## config.mk

```make
export PLATFORM = sky130hd
export DESIGN_NAME = hvac_ctrl_flat
export DESIGN_NICKNAME = d
export VERILOG_FILES = /design/src/rtl/hvac_pkg.sv /design/src/rtl/hvac_if.sv /design/src/rtl/hvac_watchdog.sv /design/src/rtl/hvac_ctrl.sv /design/src/flat_wrapper.sv
export SDC_FILE = /design/constraint.sdc
export NUM_CORES = 1
export LEC_CHECK = 0
export BUFFER_PORTS_ARGS = -buffer_cell sky130_fd_sc_hd__buf_4
export CORE_ASPECT_RATIO = 0.5
export CORE_MARGIN = 3
export CORE_UTILIZATION = 35
export CTS_CLUSTER_SIZE = 8
export DETAILED_ROUTE_END_ITERATION = 8
export MAX_ROUTING_LAYER = met4
export SYNTH_ARGS = -nofsm -noshare
export SYNTH_HDL_FRONTEND = slang
export SYNTH_SLANG_ARGS = --single-unit
```

## constraint.sdc

```tcl
create_clock -name clk -period 6.9 [get_ports clk]
set_input_delay 0.69 -clock clk [delete_from_list [all_inputs] [get_ports clk]]
set_output_delay 0.69 -clock clk [all_outputs]
set_load 0.005 [all_outputs]
```

## src/rtl/hvac_pkg.sv

```systemverilog
// Shared constants and state encoding for the HVAC controller slice.
package hvac_pkg;

    localparam int unsigned TEMP_W      = 7;
    localparam int unsigned HYST_DEF    = 1;
    localparam int unsigned MIN_ON_DEF  = 16;
    localparam int unsigned LOCKOUT_DEF = 16;
    localparam int unsigned TIMEOUT_DEF = 1024;

    typedef enum logic [2:0] {
        ST_IDLE    = 3'd0,
        ST_HEAT    = 3'd1,
        ST_COOL    = 3'd2,
        ST_LOCKOUT = 3'd3,
        ST_FAULT   = 3'd4
    } state_t;

endpackage

```

## src/rtl/hvac_if.sv

```systemverilog
// Setpoint/sensor inputs and actuator/status outputs of the HVAC controller.
interface hvac_if;
    import hvac_pkg::*;

    logic [TEMP_W-1:0] temperature_registered;
    logic [TEMP_W-1:0] current_temp;
    logic              temp_valid;
    logic              heat_on;
    logic              cool_on;
    logic              fault;
    logic [2:0]        state_o;

    modport master (
        output temperature_registered, current_temp, temp_valid,
        input  heat_on, cool_on, fault, state_o
    );

    modport slave (
        input  temperature_registered, current_temp, temp_valid,
        output heat_on, cool_on, fault, state_o
    );

endinterface

```

## src/rtl/hvac_watchdog.sv

```systemverilog
// Sensor-staleness watchdog: saturating counter cleared by each temperature strobe.
module hvac_watchdog #(
    parameter int unsigned TIMEOUT = hvac_pkg::TIMEOUT_DEF
) (
    input  logic clk,
    input  logic reset,
    input  logic clear,
    output logic expire
);

    localparam int unsigned   CW   = $clog2(TIMEOUT + 1);
    localparam logic [CW-1:0] LAST = CW'(TIMEOUT - 1);

    logic [CW-1:0] count;

    always_ff @(posedge clk or negedge reset) begin
        if (!reset) begin
            count <= '0;
        end else if (clear) begin
            count <= '0;
        end else if (count != LAST) begin
            count <= count + CW'(1);
        end
    end

    // A strobe landing in the expiry cycle suppresses the fault.
    assign expire = (count == LAST) && !clear;

endmodule

```

## src/rtl/hvac_ctrl.sv

```systemverilog
// Hysteresis thermostat FSM with minimum run time, post-run lockout and stale-sensor fault.
module hvac_ctrl
    import hvac_pkg::*;
#(
    parameter int unsigned HYST    = HYST_DEF,
    parameter int unsigned MIN_ON  = MIN_ON_DEF,
    parameter int unsigned LOCKOUT = LOCKOUT_DEF,
    parameter int unsigned TIMEOUT = TIMEOUT_DEF
) (
    input  logic clk,
    input  logic reset,
    hvac_if.slave bus
);

    localparam int unsigned   DMAX    = (MIN_ON > LOCKOUT) ? MIN_ON : LOCKOUT;
    localparam int unsigned   DW      = $clog2(DMAX + 1);
    localparam logic [DW-1:0] ON_LAST = DW'(MIN_ON - 1);
    localparam logic [DW-1:0] ON_SAT  = DW'(MIN_ON);
    localparam logic [DW-1:0] LK_LAST = DW'(LOCKOUT - 1);
    localparam logic [7:0]    HYST8   = 8'(HYST);

    state_t            state, state_nxt;
    logic [TEMP_W-1:0] meas_q;
    logic              seen;
    logic [DW-1:0]     dwell, dwell_nxt;
    logic              heat_q, cool_q, fault_q;
    logic              expire;
    logic [7:0]        meas8, sp8;
    logic              cold, hot;

    hvac_watchdog #(.TIMEOUT(TIMEOUT)) u_watchdog (
        .clk    (clk),
        .reset  (reset),
        .clear  (bus.temp_valid),
        .expire (expire)
    );

    // 8-bit compares so setpoint + HYST never wraps.
    assign meas8 = 8'(meas_q);
    assign sp8   = 8'(bus.temperature_registered);
    assign cold  = (meas8 + HYST8) < sp8;
    assign hot   = meas8 > (sp8 + HYST8);

    always_comb begin
        state_nxt = state;
        dwell_nxt = dwell;
        if (expire && state != ST_FAULT) begin
            state_nxt = ST_FAULT;
        end else begin
            case (state)
                ST_IDLE: begin
                    if (seen && cold) begin
                        state_nxt = ST_HEAT;
                        dwell_nxt = '0;
                    end else if (seen && hot) begin
                        state_nxt = ST_COOL;
                        dwell_nxt = '0;
                    end
                end
                ST_HEAT: begin
                    if (dwell >= ON_LAST && meas8 >= sp8) begin
                        state_nxt = ST_LOCKOUT;
                        dwell_nxt = '0;
                    end else if (dwell != ON_SAT) begin
                        dwell_nxt = dwell + DW'(1);
                    end
                end
                ST_COOL: begin
                    if (dwell >= ON_LAST && meas8 <= sp8) begin
                        state_nxt = ST_LOCKOUT;
                        dwell_nxt = '0;
                    end else if (dwell != ON_SAT) begin
                        dwell_nxt = dwell + DW'(1);
                    end
                end
                ST_LOCKOUT: begin
                    if (dwell >= LK_LAST) begin
                        state_nxt = ST_IDLE;
                    end else begin
                        dwell_nxt = dwell + DW'(1);
                    end
                end
                ST_FAULT: begin
                    if (bus.temp_valid) begin
                        state_nxt = ST_LOCKOUT;
                        dwell_nxt = '0;
                    end
                end
                default: state_nxt = ST_IDLE;
            endcase
        end
    end

    always_ff @(posedge clk or negedge reset) begin
        if (!reset) begin
            state   <= ST_IDLE;
            meas_q  <= '0;
            seen    <= 1'b0;
            dwell   <= '0;
            heat_q  <= 1'b0;
            cool_q  <= 1'b0;
            fault_q <= 1'b0;
        end else begin
            if (bus.temp_valid) begin
                meas_q <= bus.current_temp;
                seen   <= 1'b1;
            end
            state   <= state_nxt;
            dwell   <= dwell_nxt;
            heat_q  <= (state_nxt == ST_HEAT);
            cool_q  <= (state_nxt == ST_COOL);
            fault_q <= (state_nxt == ST_FAULT);
        end
    end

    assign bus.heat_on = heat_q;
    assign bus.cool_on = cool_q;
    assign bus.fault   = fault_q;
    assign bus.state_o = state;

endmodule

```

## src/flat_wrapper.sv

```systemverilog
// flat-port wrapper written by rule: the top's interface ports become plain ports
module hvac_ctrl_flat import hvac_pkg::*;
#(
    parameter int unsigned HYST    = HYST_DEF,
    parameter int unsigned MIN_ON  = MIN_ON_DEF,
    parameter int unsigned LOCKOUT = LOCKOUT_DEF,
    parameter int unsigned TIMEOUT = TIMEOUT_DEF
)
  (clk, reset, bus_temperature_registered, bus_current_temp, bus_temp_valid, bus_heat_on, bus_cool_on, bus_fault, bus_state_o);
  hvac_if bus_i ();
  input  logic clk;
  input  logic reset;
  input wire logic [$bits(bus_i.temperature_registered)-1:0] bus_temperature_registered;
  input wire logic [$bits(bus_i.current_temp)-1:0] bus_current_temp;
  input wire logic [$bits(bus_i.temp_valid)-1:0] bus_temp_valid;
  output wire logic [$bits(bus_i.heat_on)-1:0] bus_heat_on;
  output wire logic [$bits(bus_i.cool_on)-1:0] bus_cool_on;
  output wire logic [$bits(bus_i.fault)-1:0] bus_fault;
  output wire logic [$bits(bus_i.state_o)-1:0] bus_state_o;
  assign bus_i.temperature_registered = bus_temperature_registered;
  assign bus_i.current_temp = bus_current_temp;
  assign bus_i.temp_valid = bus_temp_valid;
  assign bus_heat_on = bus_i.heat_on;
  assign bus_cool_on = bus_i.cool_on;
  assign bus_fault = bus_i.fault;
  assign bus_state_o = bus_i.state_o;
  hvac_ctrl #(.HYST(HYST), .MIN_ON(MIN_ON), .LOCKOUT(LOCKOUT), .TIMEOUT(TIMEOUT)) u_core (.clk(clk), .reset(reset), .bus(bus_i));
endmodule
```

==> impl_metrics.ini, run 1 <==
[setup_path]
crit_chain = buf_4 -> ha_1 -> and3_1 -> nand3_1 -> xnor2_1 -> ha_1 -> nand3_1 -> o2111ai_1 -> a31o_1 -> o31a_1 -> a21oi_1 -> mux2_1
critPathMaxStageDelay_ps = 350
crit_family = compound AO/OA/AOI/OAI gates
cp.buffers_inverters = 1
crit_type = in2reg
critPathRequiredTime_ps = 7050
critPathArrivalTime_ps = 3100
cpMaxStageDelayCell = o31a_1
crit_path_end_kind = flop
crit_fanout = 9
start_kind = primary input

[floorplanning]
dieArea_um2 = 7470
io_pins = 23
die_w_um = 119
core_um2 = 5820
rows = 19
start_util_pct = 38.6
die_y_um = 62.6

[timing]
drv_slew = 0
rsz0062_at_grt = false
setup_viol = 0
fin_crit_ps = 2950
fmax_ghz = 0.339
setup_tns_ps = 0
hold_viol_final = 0
worst_clock_skew_ps = 5.44
maxSlewHeadroom_pct = 66.2
fin_crit_sh_pct = 42.8
worst_pin_slew_ps = 504

[clocking]
clkLatencyLatePin_ps = 270
clock-sinks = 30
ctsResizeCount = 0
root_buffer = clkbuf_16
cts_setup_buffers = 0
cts-htree-levels = 2
cts_buffer_depth = 2
clkTransAtPathRegs_ps = 50
cts_tree = done
ctsHoldBuffers = 0
numCtsBuffers = 5

[layout]
drive_above_1_share_pct = 14.3
antenna_cells = 0
nFillCells = 552
final_util_pct = 46.1
syn2layout_area_growth_pct = 19.6
multi_input_area_um2 = 1400
regArea_um2 = 751
nets = 315

[pwr]
switching_share_pct = 32.7
combPwrFrac_pct = 34.4
switching_power_uw = 271
p_per_area_nw_per_um2 = 309
p_leak_nw = 1.26
p_int_uw = 558
sequentialPowerShare_pct = 31.1
clockPowerShare_pct = 34.5
ir_worst_vdd_v = 0.000210

[route]
drt_iter0_markers = 90
via_per_inst = 5.24
wire_per_inst_um = 13.6
routed_wl_um = 4840
drcViolationCount = 0
ant_nets = 0
firstDrtPassIters = 4
vias = 1865

[logic_synthesis]
syn_area_um2 = 2250
synth_edf_count = 0
synth_top_cell_area_share_pct = 33.4
synth_top_family_by_area = simple AND/OR/NAND/NOR gates
synthTopCellsByArea = dfrtp_1 33%, ha_1 15%, a21oi_1 5.1%
async_flop_share_pct = 100
synth-compound-area-share_pct = 18.2
syn_area_per_cell_um2 = 9.06
yosys-mux-area-fraction_pct = 4.40
synth_adder_area_share_pct = 15.0
ys.flop_type = dfrtp_1
synth_largest_area_cell = dfrtp_1
seq_area_frac_synth_pct = 33.4
ys_types = 46
synth_nets = 292
syn_inst = 248
synth-xor-area-share_pct = 5.46
synth_warnings = 0
synthSimpleGateAreaFrac_pct = 19.3
ys_ff_latch = 30

[min_path]
hold_class = in2async

[global_route]
antenna_found_initial = 0
first_global_vias = 1828
gr-total-overflow = 0
grt_max_degree = 31
grt.total_usage_pct = 13.8
grt_pass1_wl_um = 8360

[place]
dp_hpwl_um = 3770
numPortBuffers = 22
globalplace.congestion = 0.871

[status]
status = finished, final reports clean

[flow_run]
cap_violations = 0
## flip-flops by register name (all words and copies together) (netlist names)
| name | count |
|---|---|
| u_core.u_watchdog.count | 11 |
| u_core.meas_q | 7 |
| u_core.dwell | 5 |
| u_core.bus.state_o | 3 |
| u_core.bus.cool_on | 1 |
| u_core.bus.fault | 1 |
| u_core.bus.heat_on | 1 |
| u_core.seen | 1 |
## per-stage QoR
stage          power, mW  setup WS, ps  hold WS [ps]  cell area, um^2  cells
6_report           0.829          3950           345             2690    356
3_3_place_gp       0.538          3780           515             2490    348
3_5_place_dp       0.544          3700           506             2490    348
5_1_grt            0.888          3800           369             2690    356
4_1_cts            0.836          3980           355             2690    356
2_1_floorplan      0.457          4050           394             2250    248
## final cells by class
| type | count | area share (%) |
|---|---|---|
| tap | 84 | 3.91 |
| sequential | 30 | 28.0 |
| inverter | 17 | 2.38 |
| timing repair buffer | 22 | 6.15 |
| clock inverter | 2 | 2.24 |
| clock buffer | 6 | 5.17 |
| multi-input combinational | 195 | 52.2 |
## layer usage
layer	routed length, um	track usage (%)	vias to the layer above
met1	2500	18.5	878
met3	195	3.07	2
met4	17	3.61	0
met2	2130	21.0	33
li1	-	-	952
met5	0	-	-
## worst paths after layout
kind                                                    start            endpoint  slack (ps)  cells past startpoint
worst max-delay path            bus_temperature_registered[0]     u_core.dwell[4]        3950                     12
max in group asynchronous                               reset  u_core.bus.heat_on        6280                      1
worst max register to register               u_core.meas_q[1]     u_core.dwell[2]        3990                     11
min in group clk                                  u_core.seen         u_core.seen         510                      1
worst min register to register                    u_core.seen         u_core.seen         510                      1
worst min-delay path                                    reset    u_core.meas_q[5]         350                      1
## layout by cell type (no fill, tap or decap), drive strengths merged, types with 9 or more instances in the layout
cell,instances
nor2,18
o21ai,14
dfrtp,30
nand3,13
nand2,17
xnor2,9
a21oi,23
buf,22
ha,27
inv,17
## power groups by stage
stage | registers, mW | clock network (mW) | logic (mW)
6_report | 0.258 | 0.286 | 0.285
5_1_grt | 0.264 | 0.301 | 0.322
4_1_cts | 0.257 | 0.292 | 0.287
3_5_place_dp | 0.259 | 0 | 0.285
3_3_place_gp | 0.259 | 0 | 0.279
2_1_floorplan | 0.237 | 0 | 0.220
## synthesized netlist by cell type (all sizes together), types with 2 or more instances
| cell type | number |
|---|---|
| dfrtp | 30 |
| ha | 27 |
| a21oi | 23 |
| nor2 | 18 |
| inv | 17 |
| nand2 | 17 |
| o21ai | 14 |
| nand3 | 13 |
| xnor2 | 9 |
| mux2 | 7 |
| nand4 | 7 |
| or3 | 7 |
| and3 | 6 |
| xor2 | 5 |
| a21o | 4 |
| clkbuf | 4 |
| a211o | 3 |
| a211oi | 3 |
| nor3 | 3 |
| nor3b | 3 |
| a311oi | 2 |
| buf | 2 |
| mux2i | 2 |
| nand2b | 2 |
| nand3b | 2 |
| o21a | 2 |
## worst reg2reg max path, stage by stage (launching register included)
cell and delay (ps):
dfrtp_1 470, ha_1 240, nand3_1 120, nor2_1 170
xor2_1 160, ha_1 260, a21oi_1 120, o21ai_1 70
a41oi_1 290, o31a_1 390, a21oi_1 150, a311o_1 370
## logic make-up (layout without fill, tap and decap cells)
kind of cell,Yosys count,in the layout
muxes,9,9
AOI/OAI and AO/OA,62,62
xor gates and xnor gates,14,14
buffers and inverters,23,47
adders and majority gates,27,27
and+or+nand+nor,83,83
DFF,30,30
No activity file was read; power rests on OpenSTA's default activity.
==> run 2, diff against run 1 <==
Clock period 6.9 ns to 2.75 ns, I/O delays scaled along.
==> run 2 against run 1 <==
Sequential share of layout area decreased by 1.2 points; worst hold slack worse by 120 ps; cell count grew 3.4%.
==> impl_metrics.ini, run 2 (synthesis results as in run 1) <==
[status]
status = finished, final reports clean

[route]
ant_nets = 0
vias = 1910
routed_wl_um = 5220
via_per_inst = 5.19
drcViolationCount = 0
drt_iter0_markers = 116
firstDrtPassIters = 4
wire_per_inst_um = 14.2

[layout]
drive_above_1_share_pct = 22.9
layout_commonest_cell = buf_4
final_util_pct = 48.4
mostFrequentLayoutCells = 33 x buf_4, 28 x dfrtp_1, 26 x ha_1
top_regs = u_core.u_watchdog.count: 11 flops, u_core.meas_q: 7 flops, u_core.dwell: 5 flops
antenna_cells = 0
largest-register = u_core.u_watchdog.count
largest_reg_flops = 11
fin_area_um2 = 2820
nets = 327
syn2layout_area_growth_pct = 25.5
fin_cells = 368

[timing]
setup_ws_ps = 87.5
worst_pin_slew_ps = 446
hold_slack_ps = 225
worst_clock_skew_ps = 5.84
setup_tns_ps = 0
drv_slew = 0
fmax_ghz = 0.376
setup_viol = 0
fin_crit_ps = 2660
fin_crit_sh_pct = 96.8
hold_viol_final = 0
maxSlewHeadroom_pct = 70.3

[global_route]
antenna_found_initial = 0
grt_pass1_wl_um = 8660
grt_max_degree = 31
gr-total-overflow = 0
grt.total_usage_pct = 14.4
first_global_vias = 1804

[floorplanning]
rows = 19
die_w_um = 119
dieArea_um2 = 7470
start_util_pct = 38.6
die_y_um = 62.6
io_pins = 23
core_um2 = 5820

[setup_path]
critPathArrivalTime_ps = 2830
crit_family = compound AO/OA/AOI/OAI gates
crit_fanout = 6
start_kind = flop
critPathRequiredTime_ps = 2910
crit_type = reg2reg
critPathMaxStageDelay_ps = 410
crit_path_frequent_cell = buf_4
crit_path_end_kind = flop
crit_chain = and3_4 -> nand3_4 -> xnor2_2 -> ha_1 -> a21o_1 -> a21oi_1 -> o21ai_1 -> a41oi_2 -> o31a_1 -> buf_4 -> buf_4 -> nor2_2 -> and2_4
cpMaxStageDelayCell = dfrtp_1
cp.buffers_inverters = 2

[place]
globalplace.congestion = 0.880
pre_cts_ws_ps = -11.2
dp_hpwl_um = 3920
placed_cell_area_um2 = 2550
numPortBuffers = 22
post-place-cells = 357

[clocking]
cts-htree-levels = 2
clkLatencyLatePin_ps = 270
cts_tree = done
clock-sinks = 30
cts_buffer_depth = 2
root_buffer = clkbuf_16
numCtsBuffers = 5
clkTransAtPathRegs_ps = 50

[pwr]
ir_worst_vdd_v = 0.000560
p_leak_nw = 1.31
power_mw = 2.13
p_per_area_nw_per_um2 = 754

[min_path]
hold_class = in2reg

[flow_run]
cap_violations = 0
run 2: power by group:
| group | leakage (nW) | total, mW | internal (mW) | switching, mW |
|---|---|---|---|---|
| registers | 0.379 | 0.651 | 0.523 | 0.128 |
| logic | 0.851 | 0.863 | 0.432 | 0.431 |
| clock network | 0.0771 | 0.612 | 0.426 | 0.185 |
| total | 1.31 | 2.13 | 1.38 | 0.745 |
run 2: final cells by class:
class	count	area, um^2
well taps	84	105
fillers	555	3010
inverters	17	63.8
clock inverters	2	37.5
repair buffers	34	258
multi-input cells	195	1470
flip-flops and latches	30	753
clock buffers	6	129
run 2: tightest hold or removal path, stage by stage:
cell and delay (ps):
buf_4 80, nand2_1 40, o21ai_0 60
run 2: final timing paths:
kind	start	to	slack [ps]	depth (start not counted)
hold / removal	bus_current_temp[0]	u_core.meas_q[0]	220	3
setup reg to reg	u_core.meas_q[1]	u_core.bus.cool_on	90	13
min in group asynchronous	reset	u_core.u_watchdog.count[4]	470	2
max in group asynchronous	reset	u_core.meas_q[4]	1990	2
hold reg to reg	u_core.seen	u_core.seen	530	1
setup / recovery	u_core.meas_q[1]	u_core.bus.cool_on	90	13
run 2: what timing repair did:
item,in CTS,in global routing
gates cloned,0,0
hold endpoints to repair,30,0
buffers inserted,0,2
pin swaps,1,9
setup endpoints to repair,3,8
gates resized for setup,1,17
hold buffers,1,0
run 2: routing by layer:
layer | track usage (%) | up-vias | routed length [um]
li1 | - | 972 | -
met1 | 20.7 | 914 | 2800
met2 | 20.8 | 17 | 2240
met3 | 2.98 | 7 | 137
met4 | 3.03 | 0 | 37
met5 | - | - | 0
==> run 3, diff against run 2 <==
Settings changed: BUFFER_PORTS_ARGS -buffer_cell sky130_fd_sc_hd__buf_4 to unset, DONT_BUFFER_PORTS set to 1.
==> run 3 against run 2 <==
Clock power grew 3.6%; die area is the same; total power shrank 0.32%; global-route usage grew 0.47 points; sequential share of layout area grew 1.2 points; register-to-register slack gained 20 ps; maximum frequency grew 0.84%; via count shrank 3.1%; largest cell class unchanged; first-iteration DRC count shrank 13%; sequential power is essentially flat; non-clock buffer count shrank 19; count of clock-buffer cells in the layout is the same; critical endpoint is now u_core.dwell[2].
==> impl_metrics.ini, run 3 (synthesis results as in run 1) <==
[floorplanning]
core_um2 = 5820
io_pins = 23
rows = 19
dieArea_um2 = 7470
die_y_um = 62.6
start_util_pct = 38.6
die_w_um = 119

[timing]
worst_clock_skew_ps = 6.56
fin_crit_sh_pct = 96.0
worst_pin_slew_ps = 472
setup_viol = 0
hold_viol_final = 0
hold_slack_ps = 64.1
fmax_ghz = 0.379
setup_tns_ps = 0
drv_slew = 0
rsz0062_at_grt = true
maxSlewHeadroom_pct = 68.5
fin_crit_ps = 2640
setup_ws_ps = 110

[layout]
layout_commonest_cell = dfrtp_1
final_util_pct = 46.3
nFillCells = 526
nets = 308
syn2layout_area_growth_pct = 20.1
top_regs = u_core.u_watchdog.count: 11 flops, u_core.meas_q: 7 flops, u_core.dwell: 5 flops
mostFrequentLayoutCells = 28 x dfrtp_1, 26 x ha_1, 21 x a21oi_1
fin_cells = 348
largest-register = u_core.u_watchdog.count
drive_above_1_share_pct = 17.0
antenna_cells = 0
fin_area_um2 = 2700
largest_reg_flops = 11

[global_route]
antenna_found_initial = 0
gr-total-overflow = 0
grt_max_degree = 31
grt_pass1_wl_um = 8820
first_global_vias = 1801
grt.total_usage_pct = 14.9

[clocking]
clkLatencyLatePin_ps = 270
root_buffer = clkbuf_16
cts-htree-levels = 2
numCtsBuffers = 5
cts_tree = done
clock-sinks = 30
cts_buffer_depth = 2
clkTransAtPathRegs_ps = 50

[place]
dp_hpwl_um = 3860
numPortBuffers = 0
post-place-cells = 334
pre_cts_ws_ps = -18.2
globalplace.congestion = 0.923
placed_cell_area_um2 = 2380

[setup_path]
reg2reg_depth = 11
r2r-end = u_core.dwell[2]
crit_path_end_kind = flop
rrSetupSlack_ps = 110
crit_type = reg2reg
reg2reg_from = u_core.meas_q[0]
critPathRequiredTime_ps = 2900
crit_fanout = 5
critPathArrivalTime_ps = 2790
start_kind = flop

[route]
via_per_inst = 5.32
firstDrtPassIters = 4
wire_per_inst_um = 15.0
drcViolationCount = 0
routed_wl_um = 5210
drt_iter0_markers = 101
vias = 1850
ant_nets = 0

[min_path]
hp-start = bus_temp_valid
holdPathEnd = u_core.bus.state_o[2]
hold_class = in2reg
hold_path_depth = 1

[pwr]
power_mw = 2.12
p_per_area_nw_per_um2 = 786
p_leak_nw = 1.22
ir_worst_vdd_v = 0.000303

[status]
status = finished, final reports clean

[flow_run]
cap_violations = 0
run 3: layout make-up:
| type | count | area, um^2 | share of cell area, % |
|---|---|---|---|
| clock inverters | 1 | 30.0 | 1.11 |
| flip-flops and latches | 30 | 753 | 27.9 |
| clock buffers | 6 | 139 | 5.15 |
| multi-input cells | 195 | 1470 | 54.5 |
| inverters | 17 | 63.8 | 2.37 |
| repair buffers | 15 | 135 | 5.01 |
| well taps | 84 | 105 | 3.90 |
run 3: where the power goes:
part | total, mW | switching, mW | leakage, nW | internal [mW]
Combinational | 0.833 | 0.416 | 0.762 | 0.417
Sequential | 0.652 | 0.129 | 0.379 | 0.523
Clock | 0.634 | 0.188 | 0.0829 | 0.446
Total | 2.12 | 0.733 | 1.22 | 1.39
run 3: per-layer routing:
metal	track usage, %	wire length (um)	vias up
met5	-	0	-
met4	3.90	15	0
met3	3.80	256	2
met2	20.7	2300	28
met1	21.3	2640	874
li1	-	-	946
run 3: critical path, cell delays in order (launching register included):
cell and delay, ps:
dfrtp_1 410, and3_4 220, nand3_4 90, xnor2_2 170
ha_1 330, a21o_1 190, a21oi_2 130, o21ai_2 70
a41oi_2 190, o31a_1 270, a21oi_2 90, a311o_1 350
run 3: worst max-delay path by stage:
| stage | start | end | slack (ps) | cells past startpoint |
|---|---|---|---|---|
| floorplan | u_core.meas_q[4] | u_core.dwell[2] | 280 | 11 |
| global placement | u_core.meas_q[4] | u_core.dwell[4] | 80 | 11 |
| detailed placement | u_core.meas_q[1] | u_core.dwell[2] | -20 | 11 |
| CTS | u_core.meas_q[1] | u_core.dwell[2] | 20 | 11 |
| global route | u_core.meas_q[0] | u_core.dwell[4] | -40 | 11 |
| finish | u_core.meas_q[0] | u_core.dwell[2] | 110 | 11 |
run 3: timing repair:
item / in CTS / in global routing
hold buffers: 2 / 0
hold endpoints to repair: 30 / 0
gates resized for setup: 1 / 18
pin swaps: 1 / 10
buffers inserted: 1 / 4
setup endpoints to repair: 2 / 8
